`config.mk`:
```
export PLATFORM = sky130hd
export DESIGN_NAME = cnt_wrap_monitor
export DESIGN_NICKNAME = d
export VERILOG_FILES = /design/src/rtl/cnt_mon_pkg.sv /design/src/rtl/inc4.sv /design/src/rtl/cnt_wrap_monitor.sv
export SDC_FILE = /design/constraint.sdc
export NUM_CORES = 1
export LEC_CHECK = 0
export BUFFER_PORTS_ARGS = -buffer_cell sky130_fd_sc_hd__buf_4
export CAP_MARGIN = 20
export CORE_MARGIN = 3
export CORE_UTILIZATION = 50
export CTS_CLUSTER_SIZE = 10
export DETAILED_ROUTE_END_ITERATION = 10
export HOLD_SLACK_MARGIN = 0.08
export PLACE_DENSITY = 0.86
export RECOVER_POWER = 25
export SYNTH_ARGS = -nofsm -noshare
export SYNTH_HDL_FRONTEND = slang
export SYNTH_SLANG_ARGS = --single-unit
```
`constraint.sdc`:
```
create_clock -name clk -period 3.05 [get_ports clk]
set_input_delay 0.305 -clock clk [delete_from_list [all_inputs] [get_ports clk]]
set_output_delay 0.305 -clock clk [all_outputs]
set_load 0.01 [all_outputs]
```
`src/rtl/cnt_mon_pkg.sv`:
```
// Shared definitions for the counter wrap monitor.
//   state_t : FSM state encoding (INIT=0, TRACK=1, ERROR=2)
//   CNT_MAX : terminal value of the upstream 4-bit counter
package cnt_mon_pkg;

  typedef enum logic [1:0] {
    ST_INIT  = 2'd0,
    ST_TRACK = 2'd1,
    ST_ERROR = 2'd2
  } state_t;

  localparam logic [3:0] CNT_MAX = 4'd15;

endpackage : cnt_mon_pkg

```
`src/rtl/inc4.sv`:
```
// 4-bit incrementer: sum = a + 1, cout is the carry out of bit 3.
//   a    : 4-bit operand
//   sum  : 4-bit result (wraps 15 -> 0)
//   cout : high exactly when a == 15
module inc4 (
  input  logic [3:0] a,
  output logic [3:0] sum,
  output logic       cout
);

  assign {cout, sum} = {1'b0, a} + 5'd1;

endmodule : inc4

```
`src/rtl/cnt_wrap_monitor.sv`:
```
// Watches a free-running 4-bit counter, counts its 15->0 wraps and flags the
// first break in the +1 sequence.
//   clk        : clock, rising edge
//   rst        : asynchronous active-low reset
//   en         : sample enable; low freezes everything, wrap_pulse reads 0
//   clr        : synchronous clear back to the post-reset state (beats en)
//   cnt_in     : upstream counter value
//   wrap_pulse : one-cycle pulse per observed 15->0 step
//   epoch      : wrap count modulo 2^EPOCH_W
//   epoch_ovf  : sticky, epoch rolled over from all-ones
//   err        : sticky, a sequence violation was seen
//   err_exp    : value expected at the first violation
//   err_got    : value received at the first violation
module cnt_wrap_monitor
  import cnt_mon_pkg::*;
#(
  parameter int EPOCH_W = 8
) (
  input  logic               clk,
  input  logic               rst,
  input  logic               en,
  input  logic               clr,
  input  logic [3:0]         cnt_in,
  output logic               wrap_pulse,
  output logic [EPOCH_W-1:0] epoch,
  output logic               epoch_ovf,
  output logic               err,
  output logic [3:0]         err_exp,
  output logic [3:0]         err_got
);

  state_t               state_q;
  state_t               state_d;
  logic [3:0]           prev_q;
  logic [3:0]           prev_d;
  logic                 wrap_pulse_d;
  logic [EPOCH_W-1:0]   epoch_d;
  logic                 epoch_ovf_d;
  logic                 err_d;
  logic [3:0]           err_exp_d;
  logic [3:0]           err_got_d;

  logic [3:0]           exp_val;
  logic                 exp_carry;
  logic [EPOCH_W:0]     epoch_inc;

  inc4 u_inc4 (
    .a    (prev_q),
    .sum  (exp_val),
    .cout (exp_carry)
  );

  // Top bit of epoch_inc is the rollover from all-ones to zero.
  assign epoch_inc = {1'b0, epoch} + {{EPOCH_W{1'b0}}, 1'b1};

  // The incrementer carry and the terminal-count compare must agree; the
  // wrap decision below relies on the explicit compare.
  always_comb begin
    if (rst) begin
      assert (exp_carry == (prev_q == CNT_MAX));
    end
  end

  always_comb begin
    state_d      = state_q;
    prev_d       = prev_q;
    wrap_pulse_d = 1'b0;
    epoch_d      = epoch;
    epoch_ovf_d  = epoch_ovf;
    err_d        = err;
    err_exp_d    = err_exp;
    err_got_d    = err_got;

    if (clr) begin
      state_d     = ST_INIT;
      prev_d      = 4'd0;
      epoch_d     = '0;
      epoch_ovf_d = 1'b0;
      err_d       = 1'b0;
      err_exp_d   = 4'd0;
      err_got_d   = 4'd0;
    end else if (en) begin
      prev_d = cnt_in;
      case (state_q)
        ST_INIT: begin
          state_d = ST_TRACK;
        end
        ST_TRACK: begin
          if (cnt_in == exp_val) begin
            if (prev_q == CNT_MAX) begin
              wrap_pulse_d = 1'b1;
              epoch_d      = epoch_inc[EPOCH_W-1:0];
              if (epoch_inc[EPOCH_W]) begin
                epoch_ovf_d = 1'b1;
              end
            end
          end else begin
            state_d   = ST_ERROR;
            err_d     = 1'b1;
            err_exp_d = exp_val;
            err_got_d = cnt_in;
          end
        end
        ST_ERROR: begin
          // Keep following the counter, but report nothing further.
        end
        default: begin
          state_d = ST_INIT;
        end
      endcase
    end
  end

  always_ff @(posedge clk or negedge rst) begin
    if (!rst) begin
      state_q    <= ST_INIT;
      prev_q     <= 4'd0;
      wrap_pulse <= 1'b0;
      epoch      <= '0;
      epoch_ovf  <= 1'b0;
      err        <= 1'b0;
      err_exp    <= 4'd0;
      err_got    <= 4'd0;
    end else begin
      state_q    <= state_d;
      prev_q     <= prev_d;
      wrap_pulse <= wrap_pulse_d;
      epoch      <= epoch_d;
      epoch_ovf  <= epoch_ovf_d;
      err        <= err_d;
      err_exp    <= err_exp_d;
      err_got    <= err_got_d;
    end
  end

endmodule : cnt_wrap_monitor
```
## Yosys cells after proc, flatten, opt, wreduce, memory -nomap -nowiden

Cells that the tools add are included.

- Bits in registers: 25
- Output and inout port bits: 19
- Word-level logic and storage cells: 61
- Input port bits: 8

- Eq/ne operators: 7
- Add/subtract/negate cells: 2
- Reductions and logical operators: 10
- Mux-type cells: 34

Operators with widths:

| kind | count |
|---|---|
| $mux 4 | 10 |
| $mux 8 | 5 |
| $mux 1 | 15 |
| $reduce_bool 2->1 | 5 |
| $add 8x1->9 const B | 1 |
| $mux 2 | 3 |
| $pmux 2 s3 | 1 |
| $reduce_and 3->1 | 2 |
| $reduce_and 5->1 | 1 |
| $add 4x1->4 const B | 1 |
| $eq 4x4->1 | 1 |
| $eq 4x4->1 const B | 1 |
| $ne 2x2->1 const B | 2 |
| $reduce_and 4->1 | 1 |
| $ne 3x3->1 const B | 1 |
| $eq 2x1->1 const B | 1 |
| $eq 2x2->1 const B | 1 |
| $logic_not 2->1 | 1 |

## Depth between registers and ports, before layout

Gate-level depths: netlist of the first run.

- Depth after elaboration: 7
- Depth in mapped cells: 7
- Gate-level depth less buffers: 6

## Hierarchy

Synthesis of the first run repeated with hierarchy kept, for this count alone.

- Cell total of the unflattened synthesis: 120
- Area, all modules: 1270.0 µm²

By module, submodules not included:

| module | cells an instance | area an instance (µm²) | seq. area each (µm²) | instances |
|---|---|---|---|---|
| cnt_wrap_monitor | 114 | 1223.7 | 625.6 | 1 |
| inc4 | 6 | 46.3 | 0.0 | 1 |

## Worst setup path before layout of the first run

Ideal clock, no wire load.

- Kind: reg-to-reg
- From: register prev_q[0]
- To: register err_exp[3]
- Period minus slack after synthesis: 1.957 ns
- Buffers on the path: 0
- Data arrival time: 1.825 ns
- Stages on the path, launching flop included: 7
- Library setup time: 0.132 ns
- Required time: 2.918 ns
- Setup slack: 1.093 ns
- Cells stage by stage: dfrtp_1 > ha_1 > xnor2_1 > nand2_1 > o31ai_4 > mux2i_1 > nor2_1

- Cells in the longest elaborated chain, start to end: 5
- Elaborated cells between the ends (all ways): 8
- Classes of those cells: add/sub: 1; eq/ne: 2; mux: 4; reduce/logical: 1

RTL lines:

| what | line | text |
|---|---|---|
| start: declaration | cnt_wrap_monitor.sv:34 | `logic [3:0] prev_q;` |
| start signal: assignment | cnt_wrap_monitor.sv:126 | `prev_q <= prev_d;` |
| $add 4x1->4 (*) | inc4.sv:11 | `assign {cout, sum} = {1'b0, a} + 5'd1;` |
| parallel branches: the longest is 4 deep, another holds $eq 4x4->1 | - |  |
| end signal: assignment | cnt_wrap_monitor.sv:131 | `err_exp <= err_exp_d;` |
| end: declaration | cnt_wrap_monitor.sv:28 | `output logic [3:0] err_exp,` |

Mark *: on every way between the ends. The select of a mux whose other input is x is not followed.
A chain may end at the register's enable or synchronous reset.

## Worst setup path in the final report of the first run

- From: register prev_q[0]
- To: register err_exp[1]

The elaborated chain is that of the path after synthesis.

==> results of run 1 <==
## cells by family (layout without fill, tap and decap cells)
family / Yosys count / count (layout) / share of synthesized area [%]
AOI/OAI and AO/OA: 16 / 16 / 8.94
buffers and inverters: 8 / 34 / 2.62
and+or+nand+nor: 51 / 51 / 20.0
xor gates and xnor gates: 12 / 12 / 9.33
muxes: 11 / 11 / 8.55
DFF: 25 / 25 / 48.6
adders and majority gates: 2 / 2 / 1.94
## power by group through the flow
stage	sequential (mW)	clock [mW]	combinational, mW
floorplan	0.358	0	0.0550
finish	0.351	0.145	0.0895
global placement	0.357	0	0.0866
global route	0.353	0.164	0.0995
CTS	0.351	0.150	0.0908
detailed placement	0.358	0	0.0894
## through the flow
stage               utilization [%]  hold WS, ns  cell area (sq um)
floorplan                         -      0.00941               1290
global placement               64.5        0.220               1500
detailed placement             64.5        0.220               1500
CTS                            66.1        0.209               1530
global route                   65.9        0.220               1530
finish                         65.9        0.209               1530
## state kept, by name (all words and copies together), names as in the netlist
register    cells
epoch           8
wrap_pulse      1
err_exp         4
err             1
prev_q          4
err_got         4
epoch_ovf       1
state_q         2
## layer usage
metal | wire, um | vias to the layer above | share of wire, %
met5 | 0 | - | 0
met4 | 46 | 0 | 1.8
met3 | 113 | 4 | 4.4
met2 | 1290 | 20 | 50
met1 | 1140 | 487 | 44
li1 | - | 490 | -
## critical path: cells and delay by family, from the launching register on
family	cells	cell delay, ns
AND/OR/NAND/NOR	2	0.27
multiplexers	1	0.26
adder cells (fa/ha/maj)	1	0.34
flip-flops	1	0.44
AO/OA/AOI/OAI	1	0.60
XOR/XNOR	1	0.21
## how the worst min path moves through the flow
stage	startpoint	end	cells after the start
global placement	rst	err_got[0]	1
global route	cnt_in[2]	err_exp[2]	2
finish	cnt_in[2]	err_exp[2]	2
floorplan	rst	epoch[0]	0
detailed placement	rst	err_got[1]	1
CTS	cnt_in[2]	err_exp[2]	2
## layout make-up
| type | instances | area, sq um | area share [%] |
|---|---|---|---|
| Sequential cell | 25 | 626 | 40.9 |
| Multi-Input combinational cell | 92 | 628 | 41.1 |
| Inverter | 3 | 11.3 | 0.737 |
| Clock buffer | 4 | 26.3 | 1.72 |
| Tap cell | 28 | 35.0 | 2.29 |
| Timing Repair Buffer | 27 | 201 | 13.2 |
## synthesized netlist by cell type, types with 2 or more instances
cell / count
clkbuf_1: 4
or3_1: 2
a21oi_1: 7
mux2i_1: 11
nand4_1: 3
nor2_1: 19
xnor2_1: 6
xor2_1: 4
dfrtp_1: 25
nand2_1: 8
inv_1: 3
o31ai_1: 3
ha_1: 2
nand3_1: 5
nand3b_1: 2
nor4_1: 3
o21ai_0: 2
==> impl_metrics.env, run 1 <==
export IMPL_status="finished clean"
export IMPL_crit_fanout=10
export IMPL_syn_area_sq_um=1290
export IMPL_synth_seq_cells=25
export IMPL_gr_usage_all_layers_pct=18.2
export IMPL_yosysWarnings=0
export IMPL_p_per_area_nw_per_um2=384
export IMPL_clk_latency_ns=0.32
export IMPL_crit_type="reg -> reg"
export IMPL_grt_remaining_overflow=0
export IMPL_layout_common_cells="25 x dfrtp_1, 25 x buf_4, 19 x nor2_1, 11 x mux2i_1, 8 x nand2_1"
export IMPL_synth_edff_count=0
export IMPL_use_met1_pct=23.4
export IMPL_clockBufferDepth=2
export IMPL_wl_um=2590
export IMPL_leakage_nw=0.729
export IMPL_ir_worst_vdd_v=0.000396
export IMPL_ys_seq_area_share_pct=48.6
export IMPL_hold_path_class="in -> reg"
export IMPL_cts_hold_buf=1
export IMPL_required_ns=3.26
export IMPL_synthArstFlopShare_pct=100
export IMPL_drc=0
export IMPL_worst_pin_slew_ns=1.31
export IMPL_syn_inst=125
export IMPL_end_kind="register"
export IMPL_slew_headroom_pct=12.5
export IMPL_antenna_left=0
export IMPL_cp_endpoint="err_exp[1]"
export IMPL_p_comb_share_pct=15.3
export IMPL_synth_distinct_cells=33
export IMPL_fill_cells=174
export IMPL_dr_pass1_iters=4
export IMPL_pin_count=27
export IMPL_cts_buffers=3
export IMPL_power_frac_clock_pct=24.8
export IMPL_setup_tns_ns=0
export IMPL_cts_setup_buffers=0
export IMPL_gp_congestion=0.794
export IMPL_worstReg2RegEnd="err_exp[1]"
export IMPL_cts_resized=0
export IMPL_cts_htree_levels=1
export IMPL_root_buffer="clkbuf_4"
export IMPL_final_nets=162
export IMPL_synth_area_per_cell_sq_um=10.3
export IMPL_crit_chain="ha_1 -> xnor2_1 -> nand2_1 -> o31ai_4 -> mux2i_1 -> nor2_1"
export IMPL_critical_path_max_stage_delay_ns=0.60
export IMPL_wire_per_inst_um=14.4
export IMPL_area_delta_synth_final_pct=18.7
export IMPL_maxSlewViolCount=0
export IMPL_fmax_ghz=0.447
export IMPL_antenna_found_initial=0
export IMPL_drv_cap=0
export IMPL_via_count=1001
export IMPL_num_antenna_cells=0
export IMPL_fin_skew_ns=0.00351
export IMPL_globalRouteMet2Util_pct=29.9
export IMPL_drive_gt1_share_pct=21.9
export IMPL_pre_cts_ws_ns=0.846
export IMPL_netlist_top_cell_by_area="dfrtp_1"
export IMPL_p_sw_share_pct=26.7
export IMPL_setup_violations_final=0
export IMPL_cpMaxStageDelayCell="o31ai_4"
export IMPL_grt_max_degree=28
export IMPL_fin_crit_ns=2.24
export IMPL_die_h_um=56.7
export IMPL_fin_crit_sh_pct=73.3
export IMPL_fin_cells=179
export IMPL_fin_ws_ns=0.814
export IMPL_cts_tree="done"
export IMPL_port_buffer_count=26
export IMPL_hpwl_um=1980
export IMPL_yosysTopAreaCellShare_pct=48.6
export IMPL_worst_setup_path_start_kind="register"
export IMPL_met3_usage_pct=2.99
export IMPL_hold_viol_final=0
export IMPL_grt_busiest_layer="met2"
export IMPL_rsz0062_at_grt="false"
export IMPL_fp_coreArea_sq_um=2320
export IMPL_via_per_inst=5.59
export IMPL_yosys_most_used_dff="dfrtp_1"
export IMPL_p_int_uw=430
export IMPL_crit_reg2reg_launch="prev_q[0]"
export IMPL_drt_first_iter_violations=17
export IMPL_dieArea_sq_um=3220
export IMPL_row_count=17
export IMPL_crit_start="prev_q[0]"
export IMPL_clkTransAtPathRegs_ns=0.13
export IMPL_syn_nets=135
export IMPL_start_util_pct=55.5
export IMPL_grt_pass1_vias=1036
export IMPL_dpl_cell_count=174
export IMPL_p_switching_uw=156
export IMPL_r2r_cells=6
export IMPL_grt_pass1_wl_um=4600
export IMPL_p_seq_share_pct=59.9
export IMPL_cp_arrival_ns=2.44
export IMPL_die_x_um=56.7
export IMPL_total_power_uw=586
export IMPL_clock_sinks=25
export IMPL_ys_top_cells_by_area="dfrtp_1 49%, mux2i_1 8.6%, nor2_1 5.5%, xnor2_1 4.1%, a21oi_1 2.7%"
export IMPL_r2r_slack_ns=0.81
Power figures use the tool's default switching activity.
==> run 2: changes to the inputs <==
- CORE_UTILIZATION: 50 -> 48
- clock period: 3.05 -> 2 ns (I/O delays scaled with it)
==> run 2 against run 1 <==
  * The run now ends with negative setup slack left
  * Sequential share of layout area is 3.0 points lower
  * Cell count grew 3.9%
  * Sequential cell count is the same
  * Highest routed layer unchanged
  * Largest cell class unchanged
==> impl_metrics.env, run 2 (synthesized netlist as in run 1, its figures left out) <==
export IMPL_dr_pass1_iters=4
export IMPL_leakage_nw=0.765
export IMPL_largest_reg_flops=8
export IMPL_clockBufferDepth=2
export IMPL_wl_um=2910
export IMPL_root_buffer="clkbuf_4"
export IMPL_antenna_found_initial=0
export IMPL_drv_cap=0
export IMPL_r2r_cells=7
export IMPL_grt_pass1_wl_um=4790
export IMPL_worstReg2RegEnd="err_exp[0]"
export IMPL_dieArea_sq_um=3340
export IMPL_grt_pass1_vias=1023
export IMPL_cts_buffers=3
export IMPL_crit_type="reg -> reg"
export IMPL_worst_pin_slew_ns=1.34
export IMPL_fin_ws_ns=-0.0168
export IMPL_violations="negative setup slack"
export IMPL_p_seq_share_pct=57.3
export IMPL_p_comb_share_pct=18.3
export IMPL_total_power_uw=937
export IMPL_setup_violations_final=1
export IMPL_layout_commonest_cell="buf_4"
export IMPL_slew_headroom_pct=10.5
export IMPL_grt_remaining_overflow=0
export IMPL_dpl_cell_count=179
export IMPL_row_count=18
export IMPL_p_int_uw=676
export IMPL_fp_coreArea_sq_um=2520
export IMPL_final_nets=167
export IMPL_antenna_left=0
export IMPL_maxSlewViolCount=0
export IMPL_p_per_area_nw_per_um2=569
export IMPL_worst_setup_path_start_kind="register"
export IMPL_holdCritStartpoint="cnt_in[0]"
export IMPL_ir_worst_vdd_v=0.000487
export IMPL_fin_skew_ns=0.0119
export IMPL_p_switching_uw=261
export IMPL_largest_register="epoch"
export IMPL_start_util_pct=51.0
export IMPL_holdPathEnd="err_got[0]"
export IMPL_r2r_slack_ns=-0.02
export IMPL_via_per_inst=5.65
export IMPL_die_h_um=57.8
export IMPL_cts_htree_levels=1
export IMPL_hold_depth=3
export IMPL_required_ns=2.26
export IMPL_port_buffer_count=26
export IMPL_hold_viol_final=0
export IMPL_pre_cts_ws_ns=0.0787
export IMPL_fin_crit_sh_pct=101
export IMPL_status="finished with violations"
export IMPL_cts_tree="done"
export IMPL_layout_common_cells="28 x buf_4, 25 x dfrtp_1, 19 x nor2_1, 10 x mux2i_1, 8 x nand2_1"
export IMPL_p_sw_share_pct=27.9
export IMPL_fmax_ghz=0.496
export IMPL_rsz0062_at_grt="true"
export IMPL_crit_reg2reg_launch="prev_q[1]"
export IMPL_drc=0
export IMPL_hold_path_class="in -> reg"
export IMPL_num_antenna_cells=0
export IMPL_hpwl_um=1950
export IMPL_drt_first_iter_violations=31
export IMPL_power_frac_clock_pct=24.4
export IMPL_crit_fanout=10
export IMPL_clock_sinks=25
export IMPL_fin_crit_ns=2.02
export IMPL_end_kind="register"
export IMPL_clk_latency_ns=0.33
export IMPL_die_x_um=57.8
export IMPL_cp_arrival_ns=2.28
export IMPL_wire_per_inst_um=15.7
export IMPL_final_util_pct=65.3
export IMPL_via_count=1050
export IMPL_pin_count=27
export IMPL_area_delta_synth_final_pct=27.9
export IMPL_gp_congestion=0.846
export IMPL_fin_cells=186
export IMPL_grt_max_degree=28
export IMPL_drive_gt1_share_pct=28.8
export IMPL_clkTransAtPathRegs_ns=0.13
export IMPL_gr_usage_all_layers_pct=18.9
-- run 2: cell count changes in the layout (fill, tap and decap cells not counted), sizes merged --
cell         delta
buf             +4
dlygate4sd3     +1
-- run 2: layout make-up --
type	instances	area [sq um]
fillers	181	876
multi-input cells	92	692
clock buffers	4	26.3
well taps	30	37.5
repair buffers	32	254
flip-flops and latches	25	626
inverters	3	11.3
-- run 2: stage by stage --
step	area, sq um	setup TNS [ns]	hold slack (ns)
2_1_floorplan	1290	0	-0.0956
3_3_place_gp	1530	0	0.113
3_5_place_dp	1530	0	0.120
4_1_cts	1580	0	0.134
5_1_grt	1650	-0.333	0.168
6_report	1650	-0.0168	0.131
-- run 2: critical path, cell delays in order (launching register included) --
cell and delay (ns):
dfrtp_1 0.44, ha_1 0.27, xnor2_2 0.17, xnor2_1 0.35, o31ai_4 0.13, buf_12 0.16
or2_2 0.28, a21oi_1 0.15
-- run 2: worst max path at each step --
stage / from / endpoint
4_1_cts: prev_q[0] / epoch[5]
2_1_floorplan: prev_q[0] / err_exp[3]
3_3_place_gp: prev_q[0] / epoch[3]
6_report: prev_q[1] / err_exp[0]
5_1_grt: prev_q[1] / err_exp[0]
3_5_place_dp: prev_q[0] / epoch_ovf
-- run 2: power by group through the flow --
stage               clock, mW  combinational [mW]  sequential (mW)
finish                  0.229               0.171            0.537
global route            0.248               0.186            0.539
CTS                     0.235               0.153            0.535
detailed placement          0               0.149            0.545
global placement            0               0.144            0.543
floorplan                   0              0.0839            0.546
-- run 2: routing by layer --
metal  routed length (um)  global-route usage [%]  share of wire [%]
met5                    0                       0                  0
met4                  101                    8.94                3.5
met2                 1480                    30.8                 51
met3                  131                    3.12                4.5
met1                 1200                    24.7                 41
-- run 2: repair_timing --
action | 4_1_cts | 5_1_grt
hold endpoints to repair | 26 | 0
setup buffers | 0 | 1
resized for setup | 0 | 10
hold buffers | 2 | 0
endpoints found under the setup margin | 0 | 13
==> run 3: changes to the inputs <==
--- a/config.mk
+++ b/config.mk
@@ -8,6 +8,8 @@
 export BUFFER_PORTS_ARGS = -buffer_cell sky130_fd_sc_hd__buf_4
 export CAP_MARGIN = 20
+export CELL_PAD_IN_SITES_DETAIL_PLACEMENT = 1
+export CELL_PAD_IN_SITES_GLOBAL_PLACEMENT = 2
 export CORE_MARGIN = 3
-export CORE_UTILIZATION = 48
+export CORE_UTILIZATION = 30
 export CTS_CLUSTER_SIZE = 10
 export DETAILED_ROUTE_END_ITERATION = 10
==> constraint.sdc (replaced) <==
create_clock -name clk -period 2 [get_ports clk]
set_input_delay 0.6 -clock clk [delete_from_list [all_inputs] [get_ports clk]]
set_output_delay 0.6 -clock clk [all_outputs]
set_load 0.01 [all_outputs]
==> run 3 against run 2 <==
  * The run now ends clean
  * Core utilization shrank 23 points
  * Fmax grew 6.4%
  * Largest cell class unchanged
  * Critical path type unchanged
  * Wire length grew 30%
  * Power grew 11%
  * Hold slack gained 0.39 ns
  * Clock-buffer cell count shrank 1
  * Critical path depth is the same
  * Die area grew 53%
  * Register-to-register slack gained 0.12 ns
  * Clock power grew 38%
==> impl_metrics.env, run 3 (synthesized netlist as in run 1, its figures left out) <==
export IMPL_antenna_found_initial=0
export IMPL_wl_um=3790
export IMPL_maxSlewViolCount=0
export IMPL_dieArea_sq_um=5110
export IMPL_setup_violations_final=0
export IMPL_drive_gt1_share_pct=32.7
export IMPL_fin_skew_ns=0.00818
export IMPL_power_frac_clock_pct=30.4
export IMPL_area_delta_synth_final_pct=34.2
export IMPL_holdCritStartpoint="err"
export IMPL_die_x_um=71.5
export IMPL_fin_ws_ns=0.104
export IMPL_antenna_left=0
export IMPL_worst_setup_path_start_kind="register"
export IMPL_hold_depth=2
export IMPL_cp_arrival_ns=2.06
export IMPL_p_int_uw=748
export IMPL_fin_area_sq_um=1730
export IMPL_holdPathEnd="err"
export IMPL_clockBufferDepth=2
export IMPL_pre_cts_ws_ns=-0.177
export IMPL_p_seq_share_pct=51.6
export IMPL_grt_remaining_overflow=0
export IMPL_largest_register="epoch"
export IMPL_layout_common_cells="36 x buf_4, 25 x dfrtp_1, 19 x nor2_1, 11 x mux2i_1"
export IMPL_hold_path_class="reg -> reg"
export IMPL_cp_depth=7
export IMPL_setup_tns_ns=0
export IMPL_crit_reg2reg_launch="prev_q[0]"
export IMPL_slew_headroom_pct=3.51
export IMPL_ir_worst_vdd_v=0.000289
export IMPL_start_util_pct=31.7
export IMPL_p_sw_share_pct=28.3
export IMPL_end_kind="register"
export IMPL_gr_usage_all_layers_pct=15.1
export IMPL_grt_pass1_vias=1223
export IMPL_layout_commonest_cell="buf_4"
export IMPL_status="finished clean"
export IMPL_crit_chain="buf_4 -> nand3_2 -> xnor2_2 -> buf_4 -> nor4_1 -> xnor2_1 -> nor2_1"
export IMPL_root_buffer="clkbuf_8"
export IMPL_critical_path_max_stage_delay_ns=0.43
export IMPL_worst_path_buf_inv=2
export IMPL_drv_cap=0
export IMPL_grt_max_degree=28
export IMPL_drt_first_iter_violations=34
export IMPL_final_nets=173
export IMPL_dpl_cell_count=205
export IMPL_die_h_um=71.5
export IMPL_worstReg2RegEnd="epoch[3]"
export IMPL_port_buffer_count=26
export IMPL_fin_crit_ns=1.90
export IMPL_cpMaxStageDelayCell="dfrtp_1"
export IMPL_fin_crit_sh_pct=94.8
export IMPL_pin_count=27
export IMPL_cpMostUsedCell="buf_4"
export IMPL_gp_congestion=0.821
export IMPL_drc=0
export IMPL_p_comb_share_pct=18.1
export IMPL_fin_cells=212
export IMPL_fmax_ghz=0.527
export IMPL_leakage_nw=0.814
export IMPL_wire_per_inst_um=17.9
export IMPL_required_ns=2.16
export IMPL_cts_htree_levels=1
export IMPL_total_power_mw=1.04
export IMPL_clock_sinks=25
export IMPL_dr_pass1_iters=4
export IMPL_final_util_pct=42.6
export IMPL_via_per_inst=5.09
export IMPL_row_count=23
export IMPL_num_antenna_cells=0
export IMPL_cts_buffers=3
export IMPL_clk_latency_ns=0.28
export IMPL_placed_cell_area_sq_um=1600
export IMPL_largest_reg_flops=8
export IMPL_hold_viol_final=0
export IMPL_crit_fanout=4
export IMPL_via_count=1080
export IMPL_r2r_cells=7
export IMPL_crit_type="reg -> reg"
export IMPL_worst_hold_slack_ns=0.521
export IMPL_cp_top_family="simple AND/OR/NAND/NOR gates"
export IMPL_p_per_area_nw_per_um2=604
export IMPL_fp_coreArea_sq_um=4060
export IMPL_worst_pin_slew_ns=1.45
export IMPL_r2r_slack_ns=0.10
export IMPL_grt_pass1_wl_um=6120
export IMPL_p_switching_uw=295
export IMPL_hpwl_um=2470
export IMPL_cts_tree="done"
export IMPL_clkTransAtPathRegs_ns=0.10
==> run 3: cell types whose count changed in the layout (fill, tap and decap cells not counted), moves of 2 or more <==
| cell | change |
|---|---|
| dlygate4sd3_1 | -2 |
| buf_4 | +8 |
| xnor2_2 | +2 |
| clkbuf_8 | +3 |
| clkbuf_4 | -3 |
| nor4_2 | -2 |
==> run 3: power by group through the flow <==
stage	clock network, mW	logic, mW	registers [mW]
floorplan	0	0.0842	0.546
global placement	0	0.159	0.543
detailed placement	0	0.166	0.545
CTS	0.328	0.171	0.535
global route	0.352	0.204	0.541
finish	0.317	0.189	0.538
==> run 3: worst max path at each step <==
stage,start,endpoint,slack [ns]
floorplan,en,epoch[5],0.03
global placement,cnt_in[1],epoch[4],-0.007
detailed placement,cnt_in[1],epoch_ovf,-0.18
CTS,prev_q[1],epoch[4],0.01
global route,prev_q[0],epoch[3],-0.05
finish,prev_q[0],epoch[3],0.10
==> run 3: worst register-to-register path, stage by stage (launching register included) <==
cell and delay, ns:
dfrtp_1 0.43, buf_4 0.16, nand3_2 0.15, xnor2_2 0.23, buf_4 0.18, nor4_1 0.41, xnor2_1 0.17, nor2_1 0.06
==> run 3: metal layers <==
layer  wire (um)  GRT usage (%)  vias to the layer above
li1            -              -                      509
met1        1590           18.4                      548
met2        2040           26.6                       17
met3         104           2.95                        6
met4          58           5.01                        0
met5           0              0                        -
==> run 3: cell type report <==
class                   count  area [sq um]
clock inverters             1          7.51
flip-flops and latches     25           626
fillers                   467          2330
clock buffers               3          41.3
multi-input cells          92           686
repair buffers             38           294
well taps                  50          62.6
inverters                   3          11.3
==> run 3: timing repair <==
| item | in CTS | in global routing |
|---|---|---|
| setup endpoints to repair | 6 | 13 |
| pin swaps | 0 | 4 |
| resized for setup | 3 | 5 |
| hold buffers | 0 | 0 |
| setup buffers | 0 | 3 |
